### config.mk
export PLATFORM = sky130hd
export DESIGN_NAME = regfile_wb_arbiter
export DESIGN_NICKNAME = d
export VERILOG_FILES = /design/src/rtl/regfile_wb_arbiter.sv
export SDC_FILE = /design/constraint.sdc
export NUM_CORES = 1
export LEC_CHECK = 0
export BUFFER_PORTS_ARGS = -buffer_cell sky130_fd_sc_hd__buf_2
export CORE_MARGIN = 2
export CORE_UTILIZATION = 42
export DETAILED_ROUTE_END_ITERATION = 10
export PLACE_DENSITY = 0.76
export SETUP_SLACK_MARGIN = 0.15
export SLEW_MARGIN = 20
export SYNTH_ARGS = -nofsm -noshare
export SYNTH_HDL_FRONTEND = slang
export SYNTH_SLANG_ARGS = --single-unit
### constraint.sdc
create_clock -name clk -period 1.6 [get_ports clk]
set_input_delay 0.16 -clock clk [delete_from_list [all_inputs] [get_ports clk]]
set_output_delay 0.16 -clock clk [all_outputs]
set_load 0.05 [all_outputs]
### src/rtl/regfile_wb_arbiter.sv
// ---------------------------------------------------------------------------
// regfile_wb_arbiter
//   Write-back arbiter for the 16 x 16-bit register file. Requester 0 is the
//   ALU result and requester 1 is the memory load return. The two requesters
//   share the single write port of the register file, which is fed by the
//   1-to-16 demux tree.
//
//   Structure:
//     - round-robin grant between the two requesters, issued only while the
//       one-entry output stage is free (empty, or draining this cycle)
//     - one-entry output stage holding valid / select / data for the demux
//     - saturating counter of cycles in which both requesters were valid
//
//   Optional feature (macro WB_R0_ZERO_EN):
//     When defined, register 0 is hardwired to zero. Writes to address 0 are
//     still handshaken and arbitrated, but they never raise the write strobe.
//     When undefined, address 0 is an ordinary writable register.
// ---------------------------------------------------------------------------
module regfile_wb_arbiter #(
  parameter int DW    = 16,
  parameter int AW    = 4,
  parameter int CNT_W = 16
) (
  input  logic             clk,
  input  logic             rst_n,
  input  logic             req0_valid,
  input  logic [AW-1:0]    req0_addr,
  input  logic [DW-1:0]    req0_data,
  output logic             req0_ready,
  input  logic             req1_valid,
  input  logic [AW-1:0]    req1_addr,
  input  logic [DW-1:0]    req1_data,
  output logic             req1_ready,
  input  logic             wb_stall,
  output logic             wr_en,
  output logic [AW-1:0]    wr_sel,
  output logic [DW-1:0]    wr_data,
  output logic [CNT_W-1:0] conflict_cnt
);

  // Output stage and bookkeeping state
  logic             r_out_valid;
  logic [AW-1:0]    r_wr_sel;
  logic [DW-1:0]    r_wr_data;
  logic [CNT_W-1:0] r_conflict_cnt;
  logic             r_rr;           // 0: requester 0 wins the next tie

  // Combinational arbitration results
  logic             w_stage_free;
  logic             w_both_valid;
  logic             w_grant0;
  logic             w_grant1;
  logic             w_any_grant;
  logic [AW-1:0]    w_win_addr;
  logic [DW-1:0]    w_win_data;
  logic             w_load_valid;
  logic             w_cnt_sat;

  // The stage can take a new entry when it is empty or is being written now.
  assign w_stage_free = (~r_out_valid) | (~wb_stall);
  assign w_both_valid = req0_valid & req1_valid;
  assign w_any_grant  = w_grant0 | w_grant1;
  assign w_cnt_sat    = &r_conflict_cnt;

  // Round-robin grant: single requester wins outright, a tie goes to r_rr.
  always_comb begin
    w_grant0 = 1'b0;
    w_grant1 = 1'b0;
    if (w_stage_free) begin
      case ({req1_valid, req0_valid})
        2'b01: w_grant0 = 1'b1;
        2'b10: w_grant1 = 1'b1;
        2'b11: begin
          if (r_rr == 1'b0) begin
            w_grant0 = 1'b1;
          end else begin
            w_grant1 = 1'b1;
          end
        end
        default: begin
          w_grant0 = 1'b0;
          w_grant1 = 1'b0;
        end
      endcase
    end else begin
      w_grant0 = 1'b0;
      w_grant1 = 1'b0;
    end
  end

  // Select the winning requester's destination and data for the stage.
  always_comb begin
    w_win_addr = req0_addr;
    w_win_data = req0_data;
    if (w_grant1) begin
      w_win_addr = req1_addr;
      w_win_data = req1_data;
    end else begin
      w_win_addr = req0_addr;
      w_win_data = req0_data;
    end
  end

`ifdef WB_R0_ZERO_EN
  // Register 0 reads as zero: a granted write to it is accepted but dropped.
  assign w_load_valid = (w_win_addr != {AW{1'b0}});
`else
  // Every granted write is issued, including writes to register 0.
  assign w_load_valid = 1'b1;
`endif

  // Output stage: load on grant, empty when free and idle, hold under stall.
  always_ff @(posedge clk or negedge rst_n) begin
    if (!rst_n) begin
      r_out_valid <= 1'b0;
      r_wr_sel    <= {AW{1'b0}};
      r_wr_data   <= {DW{1'b0}};
    end else if (w_any_grant) begin
      r_out_valid <= w_load_valid;
      r_wr_sel    <= w_win_addr;
      r_wr_data   <= w_win_data;
    end else if (w_stage_free) begin
      r_out_valid <= 1'b0;
      r_wr_sel    <= r_wr_sel;
      r_wr_data   <= r_wr_data;
    end else begin
      r_out_valid <= r_out_valid;
      r_wr_sel    <= r_wr_sel;
      r_wr_data   <= r_wr_data;
    end
  end

  // Round-robin pointer moves away from the winner of a contested grant only.
  always_ff @(posedge clk or negedge rst_n) begin
    if (!rst_n) begin
      r_rr <= 1'b0;
    end else if (w_both_valid && w_any_grant) begin
      r_rr <= w_grant0;
    end else begin
      r_rr <= r_rr;
    end
  end

  // Conflict counter: one per cycle with both requests valid, saturating.
  always_ff @(posedge clk or negedge rst_n) begin
    if (!rst_n) begin
      r_conflict_cnt <= {CNT_W{1'b0}};
    end else if (w_both_valid && !w_cnt_sat) begin
      r_conflict_cnt <= r_conflict_cnt + {{(CNT_W-1){1'b0}}, 1'b1};
    end else begin
      r_conflict_cnt <= r_conflict_cnt;
    end
  end

  // The write strobe drops in the same cycle as a stall is raised.
  assign wr_en        = r_out_valid & (~wb_stall);
  assign wr_sel       = r_wr_sel;
  assign wr_data      = r_wr_data;
  assign conflict_cnt = r_conflict_cnt;
  assign req0_ready   = w_grant0;
  assign req1_ready   = w_grant1;

endmodule

After elaboration in Yosys (flattened, before gate mapping) --
Index checks and enable logic that the tools add are counted.
Storage, ports and cells: output and inout bits 39, bits in writable memories 0, flip-flop bits (word level) 38, logic and storage cells 30, memories kept 0, input port bits 45, bits in read-only memories 0, latch bits 0
Operators by class: reduce and logical (&&, ||, !) cells 5, bitwise operators 6, $add $sub $neg 1, multipliers 0, shift-type cells 0, $lt $le $gt $ge 0, divide/modulo/power cells 0, muxes and demuxes 10, equality and inequality tests 3
Operators with widths (count):
- 16-bit by 1-bit adder with 16-bit output (second input constant) | 1
- 16-bit 2-to-1 mux | 1
- 16-bit AND reduction | 1
- 1-bit 2-to-1 mux | 6
- 2-bit equality test (second input constant) | 2
- 4-bit 2-to-1 mux | 1
- 1-bit one-hot mux with 2 select lines | 2
- 1-bit bitwise AND | 2
- 2-bit by 1-bit equality test with 1-bit output (second input constant) | 1
- 1-bit logical AND | 2
- 1-bit inverter | 2
- 1-bit OR | 2
- 2-bit nonzero test | 1
- 1-bit logical NOT | 1

Logic depth before layout (Yosys ltp) --
Gate-level depths: netlist of the first run.
depth in word-level cells 5, gate-level depth with buffers 5, depth with buffers taken out 5

Worst setup path after synthesis of the first run --
OpenSTA, ideal clock, no wires.
path type register to register, from register r_conflict_cnt[0], in the netlist conflict_cnt[0], to register r_conflict_cnt[1], in the netlist conflict_cnt[1], cell stages (with the launch flop) 6, library setup time 125 ps, arrival time 1918 ps, data required time 1475 ps, clock period less this slack 2043 ps, buffers on the path 0, setup slack -443 ps, path through dfrtp_1 ha_1 nand4_2 nor4_4 nor2_2 mux2_4
On the way: longest elaborated chain between the ends 3, elaborated cells on any way between the ends 4, classes of those cells add/sub (1); reduce/logical (3)
Ends and longest elaborated chain:
- start: declaration | RTL line 45 | logic [CNT_W-1:0] r_conflict_cnt;
- start signal: assignment | RTL line 147 | r_conflict_cnt <= {CNT_W{1'b0}};
- start signal: assignment | RTL line 149 | r_conflict_cnt <= r_conflict_cnt + {{(CNT_W-1){1'b0}}, 1'b1};
- start signal: assignment | RTL line 151 | r_conflict_cnt <= r_conflict_cnt;
- branches (longest 3 deep; another with 16-bit by 1-bit adder with 16-bit output)
Parallel ways; which one is timed is not known. A chain may end at the register's enable or synchronous reset.

Worst setup path after layout of the first run --
from register r_conflict_cnt[1], in the netlist conflict_cnt[1], to register r_conflict_cnt[2], in the netlist conflict_cnt[2]
The elaborated chain is that of the path after synthesis.

==> metrics.cfg, run 1 <==
[pwr]
p_leak_nw=1.43
p_total_mw=3.88
switching_share_pct=40.3
p_sw_mw=1.56
ir_drop_mv=0.914
p_int_mw=2.32
p_per_area_nw_per_um2=1440
power_frac_clock_pct=25.4
seqPwrFrac_pct=34.9
pwr-share-comb_pct=39.6

[setup_path]
startpoint_type=register
r2r_cells=6
path_class=reg2reg
crit_arrival_ns=1.65
crit_required_ns=1.76
crit_slowest_cell=dfrtp_2
crit_chain=ha_4, nand4_4, nor4_4, buf_4, nor3b_2, xor2_1
slowest_delay_ns=0.39
r2r_start=conflict_cnt[1]
crit_path_max_fanout=4
r2r_slack_ns=0.11
setup.worst_path.end_class=register
rr_endpoint=conflict_cnt[2]

[place]
place_area_um2=2430
dp_hpwl_um=3280
port_buffers=83
dp_cells=310
place_ws_ns=-0.0367
place_congestion=0.824

[clock_tree]
cts.sinks=38
cts_root_buffer=clkbuf_8
tritoncts=done
numCtsBuffers=5
cts.path.max_buffers=2
htree_levels=2
clock_latency_ns=0.28
clk_pin_slew_ns=0.07

[synthesis]
synth_nets=215
netlist_area_um2=1820
synth-edff-count=0
ys.flop_type=dfrtp_1
ys_seq_area_share_pct=52.2
syn_area_per_cell_um2=10.8
ys_warn_count=0
ys_ff_latch=38
async_flop_share_pct=100
synth.lib_cells_used.distinct=32
synth_cells=169

[floorplanning]
die-area_um2=4880
start_util_pct=44.5
fp-row-count=23
core_um2=4090
num_io_pins=84
die_width_um=69.8
die_h_um=69.8

[global_routing]
grt_pass1_vias=1551
grt_overflow_total=0
antenna_found_initial=0
grt_max_degree=24
grt_usage_pct=18.5
grt_pass1_wl_um=7170

[sta]
worst_pin_slew_ns=0.500
slew_headroom_pct=66.7
slew_violations=0
fin_crit_sh_pct=93.0
layout_setup_ws_ns=0.112
grt_setup_unrepaired=yes
finalHoldViolCount=0
finalSetupViolCount=0
min_period_ns=1.49
fmax_ghz=0.672
finalClockSkew_ns=0.00305

[layout]
fin_area_um2=2690
syn_to_final_growth_pct=47.8
layout.cells.non_filler=325
final_cell_mix=buf_2 (82), nand2_1 (29), dfrtp_1 (22)
multi_input_area_um2=912
final_common_cell=buf_2
final_util_pct=65.8
drive_above_1_share_pct=52.4
fillers=332
seq_area_um2=971
insertedDiodeCount=0
nets=320

[hold_path]
min_to=r_out_valid
hold_depth=3
worstHoldStart=wb_stall
hold_class=in2reg

[route]
wl_per_cell_um=13.5
drt_first_iter_violations=52
vias_per_cell=4.84
vias=1574
finalWirelength_um=4370
route.detailed.drc=0
firstDrtPassIters=3
antenna_left=0

[run_status]
status=finished clean

[flow_run]
cap_viol_max_count=0

==> flip-flops by register name, indices dropped and copies added, names as in the netlist <==
name          flops
wr_sel            4
r_rr              1
conflict_cnt     16
wr_data          16
r_out_valid       1
==> logic make-up after synthesis <==
group | share of synthesized area, %
mux | 11.8
fa+ha+maj | 0.687
xor+xnor | 7.22
compound gates | 6.67
buf+inv | 1.58
flops | 52.2
simple gates | 19.8
==> worst max-delay path: cells and delay by family (launching register included) <==
family,cells,cell delay (ns)
fa+ha+maj,1,0.16
flops,1,0.39
xor+xnor,1,0.15
buf+inv,1,0.20
simple gates,3,0.47
==> per-layer routing <==
metal	GRT usage, %	vias up	wire (µm)
li1	-	802	-
met1	22.8	708	1880
met2	31.4	57	2170
met3	4.65	7	258
met4	6.41	0	61
met5	0	-	0
==> layout make-up <==
class / instances / area share (%)
flip-flops and latches: 38 / 36.1
multi-input cells: 124 / 33.9
repair buffers: 104 / 22.2
clock buffers: 6 / 3.07
well taps: 50 / 2.33
clock inverters: 2 / 2.23
inverters: 1 / 0.140
==> worst max path at each step <==
stage                     from                to  slack [ns]  cells after the start
3_3_place_gp   conflict_cnt[1]  conflict_cnt[15]        0.06                      5
6_report       conflict_cnt[1]   conflict_cnt[2]        0.11                      6
3_5_place_dp   conflict_cnt[1]  conflict_cnt[15]       -0.04                      5
5_1_grt        conflict_cnt[1]   conflict_cnt[2]        0.04                      6
4_1_cts        conflict_cnt[1]   conflict_cnt[3]        0.07                      6
2_1_floorplan  conflict_cnt[0]  conflict_cnt[11]       -0.13                      5
==> per-stage QoR <==
| step | TNS (ns) | hold slack [ns] |
|---|---|---|
| finish | 0 | 0.152 |
| global route | 0 | 0.154 |
| CTS | 0 | 0.152 |
| detailed placement | -0.0461 | 0.161 |
| global placement | 0 | 0.154 |
| floorplan | -0.628 | -0.136 |
==> power groups by stage <==
| stage | registers, mW | logic, mW | clock network (mW) |
|---|---|---|---|
| 2_1_floorplan | 1.99 | 0.394 | 0 |
| 3_3_place_gp | 1.35 | 1.44 | 0 |
| 5_1_grt | 1.38 | 1.63 | 1.06 |
| 4_1_cts | 1.35 | 1.53 | 1.02 |
| 3_5_place_dp | 1.36 | 1.47 | 0 |
| 6_report | 1.36 | 1.54 | 0.988 |
==> Yosys cell counts, types with 2 or more instances <==
master	instances	share of area [%]
nand3_1	6	1.6
dfrtp_1	38	52
buf_2	2	0.55
mux2i_1	20	11
nand2_1	30	6.2
xor2_1	8	3.8
and3_1	3	1.0
o21ai_0	21	5.8
xnor2_1	7	3.4
nor3_1	5	1.4
clkbuf_1	4	0.82
nor2b_1	2	0.69
nand4_1	4	1.4
==> timing repair <==
action	4_1_cts	5_1_grt
resized for setup	12	1
setup endpoints to repair	15	17
gates cloned	0	0
hold buffers	1	0
pin swaps	5	9
endpoints found under the hold margin	21	0
setup buffers	1	5
Note: power is estimated with default switching activity, not from simulation.
==> run 2: changes to the inputs <==
==> constraint.sdc (replaced) <==
create_clock -name clk -period 1.6 [get_ports clk]
set_input_delay 0 -clock clk [delete_from_list [all_inputs] [get_ports clk]]
set_output_delay 0 -clock clk [all_outputs]
set_load 0.05 [all_outputs]
==> metrics.cfg, run 2 (same netlist as run 1, synthesis figures left out) <==
[floorplanning]
start_util_pct=44.5
core_um2=4090
die_width_um=69.8
die-area_um2=4880
num_io_pins=84
fp-row-count=23
die_h_um=69.8

[global_routing]
grt_pass1_wl_um=7040
grt_overflow_total=0
antenna_found_initial=0
grt_pass1_vias=1541
grt_max_degree=42
grt_usage_pct=18.2

[place]
port_buffers=83
place_ws_ns=0.00933
place_area_um2=2410
place_congestion=0.799
dp_hpwl_um=3020

[pwr]
p_leak_nw=1.45
p_per_area_nw_per_um2=1310
ir_drop_mv=0.880

[layout]
final_common_cell=buf_2
insertedDiodeCount=0
syn_to_final_growth_pct=51.7
final_cell_mix=buf_2 (83), nand2_1 (28), dfrtp_1 (22)
nets=331
final_util_pct=67.6
fin_area_um2=2760
drive_above_1_share_pct=51.4

[clock_tree]
htree_levels=2
tritoncts=done
clock_latency_ns=0.29
numCtsBuffers=5
cts_root_buffer=clkbuf_8
cts.sinks=38
cts.path.max_buffers=2
clk_pin_slew_ns=0.07

[sta]
grt_setup_unrepaired=yes
slew_headroom_pct=62.1
slew_violations=0
worst_hold_slack_ns=0.00679
min_period_ns=1.54
finalClockSkew_ns=0.00559
finalHoldViolCount=0
finalSetupViolCount=0
fmax_ghz=0.649
worst_pin_slew_ns=0.569
fin_crit_sh_pct=96.2
layout_setup_ws_ns=0.0602

[route]
route.detailed.drc=0
vias_per_cell=4.85
firstDrtPassIters=4
finalWirelength_um=4420
drt_first_iter_violations=70
vias=1631
antenna_left=0
wl_per_cell_um=13.2

[setup_path]
crit_path_max_fanout=4
crit_slowest_cell=or3_4
timing.critical_path.from=conflict_cnt[0]
slowest_delay_ns=0.40
path_class=reg2reg
crit_arrival_ns=1.75
setup.worst_path.end_class=register
crit_required_ns=1.81
r2r_start=conflict_cnt[0]
startpoint_type=register
crit_chain=ha_4, nand4_4, buf_4, or3_4, nand4_1, xnor2_1

[run_status]
status=finished clean

[hold_path]
worstHoldStart=req1_data[11]
hold_class=in2reg

[flow_run]
cap_viol_max_count=0

run 2: path summary, 6_finish.rpt:
check	endpoint	slack [ns]	cells after the start
min in group asynchronous	conflict_cnt[1]	0.23	2
max in group asynchronous	wr_data[12]	0.78	3
hold / removal	wr_data[11]	0.007	3
setup reg to reg	conflict_cnt[11]	0.06	6
hold reg to reg	wr_data[14]	0.48	2
setup / recovery	conflict_cnt[11]	0.06	6
run 2: repair_timing:
| item | CTS | global route |
|---|---|---|
| hold buffers | 11 | 0 |
| cloned | 0 | 1 |
| setup endpoints to repair | 14 | 16 |
| endpoints found under the hold margin | 30 | 0 |
| resized for setup | 8 | 7 |
| pin swaps | 5 | 11 |
| setup buffers | 4 | 4 |
run 2: cell type report:
cell class	instances	area, µm²
Inverter	1	3.75
Clock inverter	2	12.5
Multi-Input combinational cell	124	930
Clock buffer	6	82.6
Fill cell	327	1330
Timing Repair Buffer	115	699
Tap cell	50	62.6
Sequential cell	38	971
run 2: critical path: cells and delay by family (launching register included):
family,cells,cell delay [ns]
adder cells (fa/ha/maj),1,0.17
flip-flops,1,0.39
XOR/XNOR,1,0.12
buffers and inverters,1,0.16
AND/OR/NAND/NOR,3,0.62
run 2: layer usage:
metal	vias up	wire, µm	GRT usage (%)
met5	-	0	0
met3	10	271	5.52
met2	65	2120	29.4
li1	824	-	-
met1	732	1940	22.4
met4	0	97	7.69
run 2: where the power goes:
part	internal (mW)	leakage (nW)	switching (mW)	total (mW)
logic	0.522	0.952	1.07	1.59
clock network	0.346	0.0472	0.327	0.673
registers	1.17	0.453	0.186	1.35
run 2: per-stage QoR:
stage / cells / TNS, ns / total power, mW
2_1_floorplan: 169 / -0.628 / 2.38
3_5_place_dp: 308 / 0 / 2.81
4_1_cts: 331 / 0 / 3.59
6_report: 336 / 0 / 3.62
5_1_grt: 336 / 0 / 3.80
3_3_place_gp: 308 / 0 / 2.78
